### src/rtl/dmem_arbiter_pkg.sv
// Shared definitions for the data-memory arbiter slice.
//   state_e     : arbiter FSM states (idle / command in flight)
//   P_CPU/P_LDR : requester port indices (CPU load/store path, loader DMA)
//   DMEM_AW     : default memory index width (256-word data memory)
package dmem_pkg;

  typedef enum logic {
    ST_IDLE = 1'b0,
    ST_BUSY = 1'b1
  } state_e;

  localparam logic P_CPU = 1'b0;
  localparam logic P_LDR = 1'b1;

  localparam int unsigned DMEM_AW = 8;

endpackage

### src/rtl/dmem_arbiter_if.sv
// Bus bundle between the two requesters, the arbiter and the data memory.
//   reqN/weN/addrN/wdataN : requester N command, held stable until doneN
//   doneN/rdataN          : one-cycle completion pulse and registered read data
//   mem_*                 : DataMemory control/address/data (mem_rdata is combinational)
//   busy                  : a captured command is in flight
// modport slave  : arbiter view
// modport master : requesters + memory view
interface dmem_arbiter_if;

  logic        req0;
  logic        we0;
  logic [31:0] addr0;
  logic [31:0] wdata0;
  logic        done0;
  logic [31:0] rdata0;

  logic        req1;
  logic        we1;
  logic [31:0] addr1;
  logic [31:0] wdata1;
  logic        done1;
  logic [31:0] rdata1;

  logic        mem_read;
  logic        mem_write;
  logic [31:0] mem_addr;
  logic [31:0] mem_wdata;
  logic [31:0] mem_rdata;

  logic        busy;

  modport slave (
    input  req0, we0, addr0, wdata0,
    input  req1, we1, addr1, wdata1,
    input  mem_rdata,
    output done0, rdata0, done1, rdata1,
    output mem_read, mem_write, mem_addr, mem_wdata,
    output busy
  );

  modport master (
    output req0, we0, addr0, wdata0,
    output req1, we1, addr1, wdata1,
    output mem_rdata,
    input  done0, rdata0, done1, rdata1,
    input  mem_read, mem_write, mem_addr, mem_wdata,
    input  busy
  );

endinterface

### src/rtl/dmem_arbiter_rr_pick2.sv
// Two-way arbitration decision.
//   req    : request vector, bit 0 = CPU port, bit 1 = loader port
//   last   : port that was granted most recently
//   fixed  : 1 = CPU port wins every tie, 0 = tie goes to the port that was not last
//   winner : selected port (only meaningful when req != 0)
module rr_pick2
  import dmem_pkg::*;
(
  input  logic [1:0] req,
  input  logic       last,
  input  logic       fixed,
  output logic       winner
);

  always_comb begin
    winner = P_CPU;
    if (req == 2'b10) begin
      winner = P_LDR;
    end else if (req == 2'b11) begin
      winner = fixed ? P_CPU : ~last;
    end
  end

endmodule

### src/rtl/dmem_arbiter.sv
// Two-requester arbiter/sequencer in front of the single-cycle MIPS data memory.
// Each access takes one BUSY cycle; the following cycle carries the done pulse
// and is already an IDLE cycle, so a new command can be captured in parallel.
//   clk   : system clock
//   rst_n : asynchronous active-low reset
//   bus   : requester commands/responses and DataMemory signals (slave modport)
module dmem_arbiter
  import dmem_pkg::*;
#(
  parameter bit          FIXED_PRIO = 1'b0,
  parameter int unsigned AW         = DMEM_AW
) (
  input  logic          clk,
  input  logic          rst_n,
  dmem_arbiter_if.slave bus
);

  state_e          state_q;
  logic            last_gnt_q;
  logic            cmd_port_q;
  logic            cmd_we_q;
  logic [AW-1:0]   cmd_addr_q;
  logic [31:0]     cmd_wdata_q;
  logic            done0_q;
  logic            done1_q;
  logic [31:0]     rdata0_q;
  logic [31:0]     rdata1_q;
  logic            winner;
  logic            unused_addr_hi;

  rr_pick2 u_pick (
    .req    ({bus.req1, bus.req0}),
    .last   (last_gnt_q),
    .fixed  (FIXED_PRIO),
    .winner (winner)
  );

  // Address bits above the memory index are don't-care (accesses wrap).
  assign unused_addr_hi = ^{bus.addr0[31:AW], bus.addr1[31:AW]};

  always_ff @(posedge clk or negedge rst_n) begin
    if (!rst_n) begin
      state_q     <= ST_IDLE;
      last_gnt_q  <= P_LDR;
      cmd_port_q  <= P_CPU;
      cmd_we_q    <= 1'b0;
      cmd_addr_q  <= '0;
      cmd_wdata_q <= '0;
      done0_q     <= 1'b0;
      done1_q     <= 1'b0;
      rdata0_q    <= '0;
      rdata1_q    <= '0;
    end else begin
      done0_q <= 1'b0;
      done1_q <= 1'b0;
      unique case (state_q)
        ST_IDLE: begin
          if (bus.req0 || bus.req1) begin
            cmd_port_q  <= winner;
            cmd_we_q    <= (winner == P_LDR) ? bus.we1            : bus.we0;
            cmd_addr_q  <= (winner == P_LDR) ? bus.addr1[AW-1:0]  : bus.addr0[AW-1:0];
            cmd_wdata_q <= (winner == P_LDR) ? bus.wdata1         : bus.wdata0;
            state_q     <= ST_BUSY;
          end
        end
        ST_BUSY: begin
          // Memory read is combinational, so the data is stable at this edge.
          if (!cmd_we_q) begin
            if (cmd_port_q == P_LDR) rdata1_q <= bus.mem_rdata;
            else                     rdata0_q <= bus.mem_rdata;
          end
          if (cmd_port_q == P_LDR) done1_q <= 1'b1;
          else                     done0_q <= 1'b1;
          last_gnt_q <= cmd_port_q;
          state_q    <= ST_IDLE;
        end
        default: state_q <= ST_IDLE;
      endcase
    end
  end

  // Memory strobes come from registered state only, so an async reset drops
  // them immediately and nothing commits on the next edge.
  assign bus.mem_read  = (state_q == ST_BUSY) && !cmd_we_q;
  assign bus.mem_write = (state_q == ST_BUSY) &&  cmd_we_q;
  assign bus.mem_addr  = {{(32-AW){1'b0}}, cmd_addr_q};
  assign bus.mem_wdata = cmd_wdata_q;
  assign bus.busy      = (state_q == ST_BUSY);

  assign bus.done0  = done0_q;
  assign bus.done1  = done1_q;
  assign bus.rdata0 = rdata0_q;
  assign bus.rdata1 = rdata1_q;

endmodule
### src/flat_wrapper.sv
// flat-port wrapper written by rule: the top's interface ports become plain ports
module dmem_arbiter_flat import dmem_pkg::*;
#(
  parameter bit          FIXED_PRIO = 1'b0,
  parameter int unsigned AW         = DMEM_AW
)
  (clk, rst_n, bus_req0, bus_we0, bus_addr0, bus_wdata0, bus_req1, bus_we1, bus_addr1, bus_wdata1, bus_mem_rdata, bus_done0, bus_rdata0, bus_done1, bus_rdata1, bus_mem_read, bus_mem_write, bus_mem_addr, bus_mem_wdata, bus_busy);
  dmem_arbiter_if bus_i ();
  input  logic clk;
  input  logic rst_n;
  input wire logic [$bits(bus_i.req0)-1:0] bus_req0;
  input wire logic [$bits(bus_i.we0)-1:0] bus_we0;
  input wire logic [$bits(bus_i.addr0)-1:0] bus_addr0;
  input wire logic [$bits(bus_i.wdata0)-1:0] bus_wdata0;
  input wire logic [$bits(bus_i.req1)-1:0] bus_req1;
  input wire logic [$bits(bus_i.we1)-1:0] bus_we1;
  input wire logic [$bits(bus_i.addr1)-1:0] bus_addr1;
  input wire logic [$bits(bus_i.wdata1)-1:0] bus_wdata1;
  input wire logic [$bits(bus_i.mem_rdata)-1:0] bus_mem_rdata;
  output wire logic [$bits(bus_i.done0)-1:0] bus_done0;
  output wire logic [$bits(bus_i.rdata0)-1:0] bus_rdata0;
  output wire logic [$bits(bus_i.done1)-1:0] bus_done1;
  output wire logic [$bits(bus_i.rdata1)-1:0] bus_rdata1;
  output wire logic [$bits(bus_i.mem_read)-1:0] bus_mem_read;
  output wire logic [$bits(bus_i.mem_write)-1:0] bus_mem_write;
  output wire logic [$bits(bus_i.mem_addr)-1:0] bus_mem_addr;
  output wire logic [$bits(bus_i.mem_wdata)-1:0] bus_mem_wdata;
  output wire logic [$bits(bus_i.busy)-1:0] bus_busy;
  assign bus_i.req0 = bus_req0;
  assign bus_i.we0 = bus_we0;
  assign bus_i.addr0 = bus_addr0;
  assign bus_i.wdata0 = bus_wdata0;
  assign bus_i.req1 = bus_req1;
  assign bus_i.we1 = bus_we1;
  assign bus_i.addr1 = bus_addr1;
  assign bus_i.wdata1 = bus_wdata1;
  assign bus_i.mem_rdata = bus_mem_rdata;
  assign bus_done0 = bus_i.done0;
  assign bus_rdata0 = bus_i.rdata0;
  assign bus_done1 = bus_i.done1;
  assign bus_rdata1 = bus_i.rdata1;
  assign bus_mem_read = bus_i.mem_read;
  assign bus_mem_write = bus_i.mem_write;
  assign bus_mem_addr = bus_i.mem_addr;
  assign bus_mem_wdata = bus_i.mem_wdata;
  assign bus_busy = bus_i.busy;
  dmem_arbiter #(.FIXED_PRIO(FIXED_PRIO), .AW(AW)) u_core (.clk(clk), .rst_n(rst_n), .bus(bus_i));
endmodule
### config.mk
export PLATFORM = sky130hd
export DESIGN_NAME = dmem_arbiter_flat
export DESIGN_NICKNAME = d
export VERILOG_FILES = /design/src/rtl/dmem_arbiter_pkg.sv /design/src/rtl/dmem_arbiter_if.sv /design/src/rtl/dmem_arbiter_rr_pick2.sv /design/src/rtl/dmem_arbiter.sv /design/src/flat_wrapper.sv
export SDC_FILE = /design/constraint.sdc
export NUM_CORES = 1
export LEC_CHECK = 0
export ABC_AREA = 1
export BUFFER_PORTS_ARGS = -buffer_cell sky130_fd_sc_hd__clkbuf_2
export CELL_PAD_IN_SITES_DETAIL_PLACEMENT = 1
export CELL_PAD_IN_SITES_GLOBAL_PLACEMENT = 1
export CORE_UTILIZATION = 30
export DETAILED_ROUTE_END_ITERATION = 6
export HOLD_SLACK_MARGIN = 0.15
export PLACE_DENSITY_LB_ADDON = 0.12
export REMOVE_ABC_BUFFERS = 1
export SLEW_MARGIN = 10
export SYNTH_ARGS = -nofsm -noshare
export SYNTH_HDL_FRONTEND = slang
export SYNTH_SLANG_ARGS = --single-unit
### constraint.sdc
create_clock -name clk -period 4.4 [get_ports clk]
set_clock_uncertainty 0.2 [all_clocks]
set_input_delay 0.44 -clock clk [delete_from_list [all_inputs] [get_ports clk]]
set_output_delay 0.44 -clock clk [all_outputs]
set_load 0.02 [all_outputs]
== Word level (Yosys, flattened, before mapping) ==
Index checks and enable logic that the tools add are counted.
Operators by class
  reduce and logical (&&, ||, !) cells: 7
  equality and inequality tests: 2
  muxes and demuxes: 11
  bitwise logic cells: 4
Operator list (number)
  $mux 32: 1
  $mux 1: 8
  $mux 8: 1
  $reduce_and 3->1: 2
  $eq 2x2->1 const B: 2
  $not 1->1: 4
  $logic_and 1x1->1: 2
  $pmux 1 s2: 1
  $reduce_and 2->1: 1
  $logic_not 1->1: 1
  $logic_or 1x1->1: 1
Word-level totals
  input port bits: 166
  word-level logic and storage cells: 34
  register bits: 110

== Longest topological paths before layout ==
Gate-level depths: netlist of the first run.
  word-level depth: 4
  gate-level depth with buffers: 6
  gate-level depth less buffers: 5

== Cells and area by module ==
A second synthesis of the first run with hierarchy kept.
Second synthesis, totals
  cells, all modules: 639
  area, all modules: 5066.1 um^2
By module, submodules not included
  dmem_arbiter: times used 1, area an instance 5037.3 um^2, sequential area each 2753.9 um^2, cells an instance 632
  rr_pick2: times used 1, area an instance 28.8 um^2, sequential area each 0.0 um^2, cells an instance 7

== Worst setup path after synthesis of the first run ==
OpenSTA, ideal clock, no wires.
  path kind: flip-flop to flip-flop
  start: reg u_core.state_q, in the netlist u_core.bus.busy
  end: reg u_core.rdata1_q[12], in the netlist u_core.bus.rdata1[12]
  buffers on the path: 1
  period minus slack after synthesis: 1.574 ns
  arrival time: 1.256 ns
  stages on the path, launching flop included: 7
  data required time: 4.082 ns
  path slack: 2.826 ns
  library setup time: 0.118 ns
  cells stage by stage: dfrtp_1 > inv_2 > nor2_4 > nand2_4 > buf_4 > nand2_1 > o21ai_2
Between the ends
  cells in the longest elaborated chain, start to end: 1
RTL lines
  from (decl): line dmem_arbiter.sv:18  | state_e state_q;
  from (signal assigned): line dmem_arbiter.sv:43  | state_q <= ST_IDLE;
  from (signal assigned): line dmem_arbiter.sv:63  | state_q <= ST_BUSY;
  from (signal assigned): line dmem_arbiter.sv:75  | state_q <= ST_IDLE;
  $reduce_and 3->1 (no source line)
  to (signal assigned): line dmem_arbiter.sv:69  | if (cmd_port_q == P_LDR) rdata1_q <= bus.mem_rdata;
  to (decl): line dmem_arbiter.sv:27  | logic [31:0] rdata1_q;
No other way between the ends.
A chain may end at the register's enable or synchronous reset.

== Final worst setup path of the first run ==
  start: reg u_core.last_gnt_q
  end: reg u_core.cmd_addr_q[1]
Between the ends
  cells in the longest elaborated chain, start to end: 4
RTL lines
  from (decl): line dmem_arbiter.sv:19  | logic last_gnt_q;
  from (signal assigned): line dmem_arbiter.sv:74  | last_gnt_q <= cmd_port_q;
  $not 1->1: line dmem_arbiter_rr_pick2.sv:20  | winner = fixed ? P_CPU : ~last;
  $mux 1: line dmem_arbiter_rr_pick2.sv:19  | end else if (req == 2'b11) begin
  $mux 1: line dmem_arbiter_rr_pick2.sv:17  | if (req == 2'b10) begin
  $mux 8: line dmem_arbiter.sv:61  | cmd_addr_q <= (winner == P_LDR) ? bus.addr1[AW-1:0] : bus.addr0[AW-1:0];
  to (signal assigned): line dmem_arbiter.sv:61
  to (decl): line dmem_arbiter.sv:22  | logic [AW-1:0] cmd_addr_q;
No other way between the ends.

==> results.toml, run 1 <==
[sta]
tns_ns = 0
final_min_period_over_clock_period = 0.492
relSlewSlack = 0.188
hold_violations = 0
setup_viol = 0
rsz0062_at_grt = "false"
worstMarginPinSlew_ns = 1.21
slew_violations = 0
fmax_mhz = 462
finalCriticalPeriod_ns = 2.17

[floorplan]
die_height_um = 133
core_area_um2 = 16600
die_w_um = 133
rows = 47
floorplan.initialDensity = 0.308
fp.dieArea_um2 = 17600
design.portCount = 299

[clocking]
cts_tree = "done"
cts.root.buffer_cell = "clkbuf_16"
numClockSinks = 110
clock_insertion_delay_worst_skew_ns = 0.34
max-clock-path-buffers = 2
numCtsBuffers = 9
htree_levels = 3
postCtsSetupBuffers = 0
clkSlewWorstSetupHoldPaths_ns = 0.07

[cells_and_area]
final.fill_count = 2074
layout_cell_share_with_drive_strength_beyond_1 = 0.300
final-instance-count-excl-fill = 1099
area_delta_synth_final_pct = 34.6
fin_nets = 1041
diodes = 0

[drt]
totalWireLength_mm = 15.2
drt.antenna.violating_nets = 0
routed_via_density = 4.37
drtIter0Drc = 159
detail_route.drc_violations = 0
drt_pre_antenna_iters = 4
detailroute.via_count = 4803
wl_per_cell_um = 13.9

[critical_path]
critical_path.max_fanout = 42
setup.worst_path.start = "u_core.last_gnt_q"
r2r_cells = 7
critPathBufInv = 2
reg2reg_slack_ns = 2.23
worstSetupStartpointType = "flop"
worstPathArrival_ns = 2.21
worst-endpoint-required_ns = 4.44
setup.worst_path.end_class = "flop"
cpPeakStageDelay_ns = 0.53
r2r_start = "u_core.last_gnt_q"
crit_path_frequent_cell = "nand2_1"
worst_path_dominant_cell_family = "buffers and inverters"
critical_path.cell_chain = "nand2_1 -> buf_4 -> nand2_1 -> buf_4 -> nand2_1 -> nand3_1 -> nand2_1"
worst_r2r_endpoint = "u_core.cmd_addr_q[1]"
setup.worst_path.class = "flop to flop"
timing.critical_path.slowest_stage_cell = "dfstp_2"

[power_and_ir_drop]
internal_portion_of_total_power_mw = 2.31
power.share.switching = 0.422
cellPowerDensity_nw_per_um2 = 579
switching_power_mw = 1.69
pwr-share-clk = 0.191
power_leakage_nw = 4.13
combinationalPowerShare = 0.404
vdd_ir_drop_max_mv = 0.219
p_seq_frac = 0.405

[logic_synthesis]
synth_top_flop_cell = "dfrtp_1"
netlist.top_cell.by_area = "dfrtp_1"
synth_commonest_cells = "nand2_1, inv_1, dfrtp_1"
synth.avg_cell_area_um2 = 8.10
post_synth_num_cell_types = 19
synth_top_area_share = 0.531
postSynth.asyncResetShare = 1.00
library_cell_with_the_highest_instance_count_after_synthesis = "nand2_1"
synth.yosys.seq_area_share = 0.537
netlist_area_um2 = 5130
syn-instance-count = 634
ys.warnings.count = 0
yosys-top-cells-area = "dfrtp_1, nand2_1, inv_1, nand3_1, buf_4"
synth_enable_flop_cells = 0
yosys_register_bits = 110

[worst_hold_path]
min_delay_path_depth = 5
hold_wc_startpoint = "bus_wdata0[31]"
hold_path_class = "input pin to flop"
min_delay_worst_endpoint = "u_core.bus.mem_wdata[31]"

[grt]
grt_pass1_vias = 5079
grt_antenna_before_repair = 0
grt_start_max_net_pins = 65
globalRouteOverflowTotal = 0
grt_first_pass_wirelength_mm = 25.5
global_route.usage.total = 0.182

[place]
hpwl_mm = 10.4
numPlacedInstances = 1051
place.gp.congestion = 0.719
port_buffers = 226

[job]
max_cap_viols = 0

[run_status]
run_status = "completed"
## final cells by class
class                      instances  area, um2  share of cell area
timing repair buffer             264       1500               0.217
clock buffer                      11        233              0.0337
clock inverter                     4       33.8             0.00489
sequential                       110       2750               0.399
tap                              220        275              0.0399
inverter                         117        439              0.0636
multi-input combinational        373       1670               0.242
## kinds of logic (layout without fill, tap and decap cells)
| logic type | after synthesis | after routing | share of synthesized area |
|---|---|---|---|
| other cells | 1 | 24 | 0.000731 |
| simple gates | 283 | 283 | 0.231 |
| compound gates | 66 | 66 | 0.0746 |
| buf+inv | 174 | 396 | 0.157 |
| flops | 110 | 110 | 0.537 |
## metrics by stage
step / util / worst slack, ns / hold WS, ns / cell area, um2 / total power [mW]
finish: 0.415 / 2.23 / 0.180 / 6910 / 4.00
global route: 0.415 / 2.05 / 0.191 / 6910 / 4.28
CTS: 0.415 / 2.19 / 0.169 / 6910 / 4.06
detailed placement: 0.379 / 2.05 / 0.255 / 6310 / 3.25
global placement: 0.379 / 2.10 / 0.255 / 6310 / 3.19
floorplan: - / 1.89 / -0.0556 / 4850 / 2.57
## how the worst max path moves through the flow
| stage | endpoint | slack [ns] | cells past startpoint |
|---|---|---|---|
| floorplan | u_core.cmd_port_q | 1.89 | 3 |
| global placement | u_core.cmd_addr_q[1] | 2.10 | 8 |
| detailed placement | u_core.bus.mem_wdata[10] | 2.05 | 8 |
| CTS | u_core.cmd_addr_q[1] | 2.19 | 7 |
| global route | u_core.bus.mem_wdata[2] | 2.05 | 7 |
| finish | u_core.cmd_addr_q[1] | 2.23 | 7 |
## power by group through the flow
stage               Sequential, mW  Clock, mW  Combinational (mW)
finish                        1.62      0.764                1.62
global route                  1.68      0.837                1.77
CTS                           1.62      0.796                1.64
detailed placement            1.64          0                1.61
global placement              1.61          0                1.58
floorplan                     2.10          0               0.469
## flip-flops by register name (all words and copies together) (netlist names)
register and count:
u_core.last_gnt_q 1, u_core.cmd_we_q 1, u_core.bus.done1 1, u_core.bus.busy 1, u_core.bus.rdata0 32, u_core.bus.done0 1, u_core.bus.rdata1 32, u_core.cmd_port_q 1
u_core.cmd_addr_q 8, u_core.bus.mem_wdata 32
## routing by layer
metal  wire [um]  track usage
met5           0            0
met4         245       0.0664
met3        1220       0.0506
met2        7230        0.307
met1        6550        0.221
## timing repair
item                                    CTS  global route
endpoints found under the setup margin    0             0
hold endpoints to repair                 91             0
hold buffers                             33             0
gates resized for setup                   0             0
## worst reg2reg max path, delay by kind of cell (launching register included)
family                 cells  cell delay, ns
DFF                        1            0.53
buffers and inverters      2            0.70
and+or+nand+nor            5            0.63
## placed cells by master, fill, tap and decap left out, types with 2 or more instances in the layout
cell,synthesis,routed
nand3_1,82,82
conb_1,1,24
dlygate4sd3_1,0,33
clkbuf_2,0,225
clkinv_4,0,2
inv_1,116,116
o21ai_2,14,13
nor2_1,3,3
nor2_4,1,2
o21ai_1,19,19
buf_4,25,6
o21ai_0,33,33
dfrtp_1,109,109
clkbuf_1,9,2
nand2_1,194,194
clkbuf_16,0,9
No activity file was read; power rests on OpenSTA's default activity.
==> run 2: changes to the inputs <==
==> constraint.sdc (replaced) <==
create_clock -name clk -period 2.1 [get_ports clk]
set_clock_uncertainty 0.2 [all_clocks]
set_input_delay 0.21 -clock clk [delete_from_list [all_inputs] [get_ports clk]]
set_output_delay 0.21 -clock clk [all_outputs]
set_load 0.02 [all_outputs]
==> run 2 against run 1 <==
Total power rose by 120%. Register-to-register slack got worse by 2.1 ns. Final cell count rose by 8.1%. Sequential cell count unchanged. Via count is 10% higher. Worst setup slack worse by 2.1 ns. Critical path type unchanged. Largest cell class unchanged. Highest routed layer unchanged.
==> results.toml, run 2 (synthesized netlist as in run 1, its figures left out) <==
[run_status]
run_status = "completed"

[sta]
worstMarginPinSlew_ns = 0.928
hold_violations = 0
hold_slack_ns = 0.217
final_min_period_over_clock_period = 0.922
setup_viol = 0
relSlewSlack = 0.379
slew_violations = 0
rsz0062_at_grt = "false"
fmax_mhz = 517
finalCriticalPeriod_ns = 1.94

[critical_path]
worst-endpoint-required_ns = 2.15
critical_path.max_fanout = 41
setup.worst_path.end_class = "flop"
worstSetupStartpointType = "flop"
setup.worst_path.class = "flop to flop"
worstPathArrival_ns = 1.98

[grt]
grt_start_max_net_pins = 69
global_route.usage.total = 0.202
grt_first_pass_wirelength_mm = 28.2
globalRouteOverflowTotal = 0
grt_antenna_before_repair = 0
grt_pass1_vias = 5665

[floorplan]
floorplan.initialDensity = 0.308
fp.dieArea_um2 = 17600
rows = 47
core_area_um2 = 16600
die_height_um = 133
design.portCount = 299
die_w_um = 133

[place]
hpwl_mm = 10.6
place.gp.congestion = 0.744
postPlaceCellArea_um2 = 6410
port_buffers = 226

[cells_and_area]
layout.cells.most_common = "clkbuf_2"
final_cell_mix = "clkbuf_2, nand2_1, dlygate4sd3_1"
diodes = 0
post_route_cell_area_um2 = 7880
fin_nets = 1129
final.fill_count = 2072
area_delta_synth_final_pct = 53.5
layout_cell_share_with_drive_strength_beyond_1 = 0.280

[clocking]
numClockSinks = 110
htree_levels = 3
postCtsSetupBuffers = 0
cts.root.buffer_cell = "clkbuf_16"
clkSlewWorstSetupHoldPaths_ns = 0.08
numCtsBuffers = 9
max-clock-path-buffers = 2
cts_tree = "done"
clock_insertion_delay_worst_skew_ns = 0.35

[power_and_ir_drop]
vdd_ir_drop_max_mv = 0.497
fin_total_pwr_mw = 8.65
cellPowerDensity_nw_per_um2 = 1100
power_leakage_nw = 4.54

[drt]
drt_pre_antenna_iters = 4
wl_per_cell_um = 14.4
routed_via_density = 4.45
detail_route.drc_violations = 0
detailroute.via_count = 5283
totalWireLength_mm = 17.1
drt.antenna.violating_nets = 0
drtIter0Drc = 208

[job]
max_cap_viols = 0

[worst_hold_path]
hold_path_class = "input pin to flop"
==> run 2: changes by cell type in the layout (fill, tap and decap cells not counted) <==
cell           change
buf_12             +6
buf_4              -3
buf_6              +1
clkbuf_1           -1
clkbuf_8           +1
clkinv_2           +1
clkinv_4           -1
dlygate4sd3_1     +84
inv_8              +1
nand2_1            -1
nand2_2            +1
==> run 2: layout make-up <==
type                       instances  area [um2]  area share
clock inverter                     5        41.3     0.00524
timing repair buffer             352        2450       0.311
inverter                         117         439      0.0558
multi-input combinational        373        1670       0.212
tap                              220         275      0.0349
sequential                       110        2750       0.350
clock buffer                      11         243      0.0308
==> run 2: timing repair <==
action                                 CTS  global route
gates resized for setup                  0             2
setup endpoints to repair                0             5
hold buffers                           117             0
endpoints found under the hold margin  215             0
==> run 2: critical path, stage by stage, from the launching register on <==
cell           delay (ns)
dfstp_2              0.37
nand2_1              0.11
buf_6                0.31
nand3_1              0.13
nand3_1              0.10
dlygate4sd3_1        0.55
nand2_1              0.05
==> run 2: path summary, 6_finish.rpt <==
| kind | startpoint | end | slack [ns] | cells after the start |
|---|---|---|---|---|
| setup reg to reg | u_core.last_gnt_q | u_core.bus.mem_wdata[8] | 0.16 | 6 |
| max in group asynchronous | rst_n | u_core.bus.mem_wdata[29] | 0.17 | 3 |
| hold reg to reg | u_core.last_gnt_q | u_core.last_gnt_q | 0.27 | 2 |
| hold / removal | bus_req0 | u_core.cmd_port_q | 0.22 | 4 |
| setup / recovery | u_core.last_gnt_q | u_core.bus.mem_wdata[8] | 0.16 | 6 |
| min in group asynchronous | rst_n | u_core.bus.rdata0[13] | 0.27 | 3 |
==> run 2: per-stage QoR <==
| stage | util | setup slack [ns] | setup TNS, ns | std cells |
|---|---|---|---|---|
| 5_1_grt | 0.473 | 0.00343 | 0 | 1188 |
| 3_3_place_gp | 0.385 | 0.464 | 0 | 1055 |
| 6_report | 0.473 | 0.164 | 0 | 1188 |
| 2_1_floorplan | - | -0.389 | -16.30 | 600 |
| 3_5_place_dp | 0.385 | 0.394 | 0 | 1055 |
| 4_1_cts | 0.473 | 0.0806 | 0 | 1188 |
==> run 2: routing by layer <==
layer  part of all wire  GRT usage  routed length (um)  vias up
li1                   -          -                   -     2528
met1               0.42      0.242                7160     2546
met5                  0          0                   0        -
met4              0.019     0.0766                 332        0
met3              0.065     0.0471                1120       25
met2               0.50      0.349                8470      184
==> run 2: power breakdown <==
part / total (mW) / internal (mW) / switching [mW]
Sequential: 3.39 / 2.93 / 0.453
Clock: 1.66 / 0.852 / 0.812
Combinational: 3.60 / 1.26 / 2.35
==> run 3: changes to the inputs <==
--- a/config.mk
+++ b/config.mk
@@ -5,7 +5,6 @@
 export SDC_FILE = /design/constraint.sdc
 export NUM_CORES = 1
 export LEC_CHECK = 0
-export ABC_AREA = 1
 export BUFFER_PORTS_ARGS = -buffer_cell sky130_fd_sc_hd__clkbuf_2
 export CELL_PAD_IN_SITES_DETAIL_PLACEMENT = 1
 export CELL_PAD_IN_SITES_GLOBAL_PLACEMENT = 1
==> run 3 against run 2 <==
Count of clock-buffer cells in the layout is the same. Sequential power is essentially flat. Register-to-register slack worse by 0.08 ns. Sequential share of layout area is 1.4 points higher. Critical path depth increased by 1. Cell area fell by 3.8%. Worst setup slack lost 0.10 ns. Synthesized cell count down 37%. Maximum frequency is 5.1% lower. Final cell count shrank 20%. Synthesized area shrank 7.0%. Highest routed layer unchanged.
==> results.toml, run 3 <==
[worst_hold_path]
hold_path_class = "input pin to flop"

[place]
port_buffers = 226
place.gp.congestion = 0.694
hpwl_mm = 8.92

[sta]
hold_violations = 0
final_min_period_over_clock_period = 0.972
slew_violations = 0
finalCriticalPeriod_ns = 2.04
hold_slack_ns = 0.168
setup_viol = 0
fmax_mhz = 490

[drt]
wl_per_cell_um = 15.8
drt.antenna.violating_nets = 0
drtIter0Drc = 116
totalWireLength_mm = 15.1
routed_via_density = 4.43
drt_pre_antenna_iters = 4
detail_route.drc_violations = 0
detailroute.via_count = 4234

[critical_path]
setup.worst_path.class = "input pin to flop"
worstSetupStartpointType = "input pin"
setup.worst_path.end_class = "flop"
worstPathArrival_ns = 2.13
critical_path.max_fanout = 41
worst-endpoint-required_ns = 2.19

[floorplan]
floorplan.initialDensity = 0.311
die_height_um = 128
fp.dieArea_um2 = 16400
core_area_um2 = 15400
die_w_um = 128
rows = 45
design.portCount = 299

[cells_and_area]
area_delta_synth_final_pct = 58.7
fin_nets = 906
final_cell_mix = "clkbuf_2, dlygate4sd3_1, dfrtp_1"
final.fill_count = 1720
layout.cells.most_common = "clkbuf_2"
layout_cell_share_with_drive_strength_beyond_1 = 0.434
diodes = 0

[grt]
grt_antenna_before_repair = 0
global_route.usage.total = 0.190
grt_start_max_net_pins = 71
globalRouteOverflowTotal = 0
gr-usage-met3 = 0.0755
groute.layer.met1.usage = 0.211
grt_first_pass_wirelength_mm = 24.0
grt_pass1_vias = 4682
grtUsageMet2 = 0.336
busiest_layer = "met2"

[logic_synthesis]
post_synth_num_cell_types = 23
netlist.top_cell.by_area = "dfrtp_1"
synth_enable_flop_cells = 0
synth_top_area_share = 0.571
yosys_register_bits = 110
netlist_area_um2 = 4770
synth_commonest_cells = "dfrtp_1, nand2_1, a31oi_1, nor2_1, mux2_2"
synth.avg_cell_area_um2 = 11.9
syn-instance-count = 400
postSynth.asyncResetShare = 1.00
synth_top_flop_cell = "dfrtp_1"
library_cell_with_the_highest_instance_count_after_synthesis = "dfrtp_1"
yosys-top-cells-area = "dfrtp_1, mux2_4, mux2_2, nand2_1, a31oi_1"
ys.warnings.count = 0
synth.yosys.seq_area_share = 0.577

[power_and_ir_drop]
power_leakage_nw = 3.73
cellPowerDensity_nw_per_um2 = 1170
fin_total_pwr_mw = 8.88
vdd_ir_drop_max_mv = 0.470

[clocking]
clock_insertion_delay_worst_skew_ns = 0.34
cts_tree = "done"
numCtsBuffers = 9
numClockSinks = 110
postCtsSetupBuffers = 0
htree_levels = 3
max-clock-path-buffers = 2
cts.root.buffer_cell = "clkbuf_16"
clkSlewWorstSetupHoldPaths_ns = 0.07

[run_status]
run_status = "completed"

[job]
max_cap_viols = 0
[run 3: changes by cell type after synthesis, sizes merged, moves of 36 or more]
| cell | before | now |
|---|---|---|
| nor2 | 5 | 41 |
| a31oi | 0 | 41 |
| inv | 117 | 1 |
| o21ai | 66 | 0 |
| nand3 | 82 | 0 |
| mux2 | 0 | 65 |
| nand2 | 196 | 83 |
[run 3: worst paths after layout]
| path | from | end | slack, ns | depth (start not counted) |
|---|---|---|---|---|
| max in group asynchronous | rst_n | u_core.last_gnt_q | 1.22 | 3 |
| min in group asynchronous | rst_n | u_core.bus.rdata1[16] | 0.23 | 3 |
| worst min-delay path | bus_req1 | u_core.bus.busy | 0.17 | 3 |
| worst min register to register | u_core.bus.rdata1[13] | u_core.bus.rdata1[13] | 0.30 | 1 |
| worst max register to register | u_core.last_gnt_q | u_core.cmd_addr_q[5] | 0.08 | 5 |
| worst max-delay path | bus_req0 | u_core.cmd_addr_q[5] | 0.06 | 7 |
[run 3: report_power, final]
| group | switching (mW) | internal, mW | total (mW) |
|---|---|---|---|
| clock | 0.813 | 0.855 | 1.67 |
| combinational | 2.13 | 1.67 | 3.79 |
| sequential | 0.465 | 2.95 | 3.42 |
| total | 3.40 | 5.48 | 8.88 |
[run 3: cells by family after synthesis]
logic type | share of synthesized area
compound gates | 0.0616
mux | 0.177
simple gates | 0.106
flops | 0.577
other cells | 0.000786
buf+inv | 0.0776
[run 3: cell type report]
class | count | area, um2 | share of cell area
Tap cell | 211 | 264 | 0.0349
Inverter | 1 | 3.75 | 0.000496
Sequential cell | 110 | 2750 | 0.364
Clock inverter | 5 | 40.0 | 0.00529
Multi-Input combinational cell | 263 | 1750 | 0.231
Clock buffer | 11 | 243 | 0.0320
Timing Repair Buffer | 355 | 2520 | 0.333
[run 3: layer usage]
layer  up-vias  part of all wire
li1       1978                 -
met2       183              0.50
met3        15             0.081
met5         -                 0
met4         0             0.013
met1      2058              0.41
[run 3: stage by stage]
step | worst slack (ns) | area [um2] | util | std cells | TNS (ns)
floorplan | -0.682 | 4490 | - | 374 | -19.53
global placement | 0.418 | 6060 | 0.394 | 821 | 0
detailed placement | 0.409 | 6060 | 0.394 | 821 | 0
CTS | 0.0443 | 7540 | 0.490 | 955 | 0
global route | -0.00776 | 7570 | 0.493 | 956 | -0.00776
finish | 0.0593 | 7570 | 0.493 | 956 | 0
[run 3: critical path: stages]
cell and delay (ns):
dlygate4sd3_1 0.54, clkbuf_2 0.15, a21boi_4 0.15, buf_12 0.22
nand2_1 0.10, a31oi_1 0.17, dlygate4sd3_1 0.56
[run 3: timing repair]
item	CTS	global route
resized for setup	0	3
hold buffers	118	0
endpoints found under the hold margin	215	0
endpoints found under the setup margin	0	4
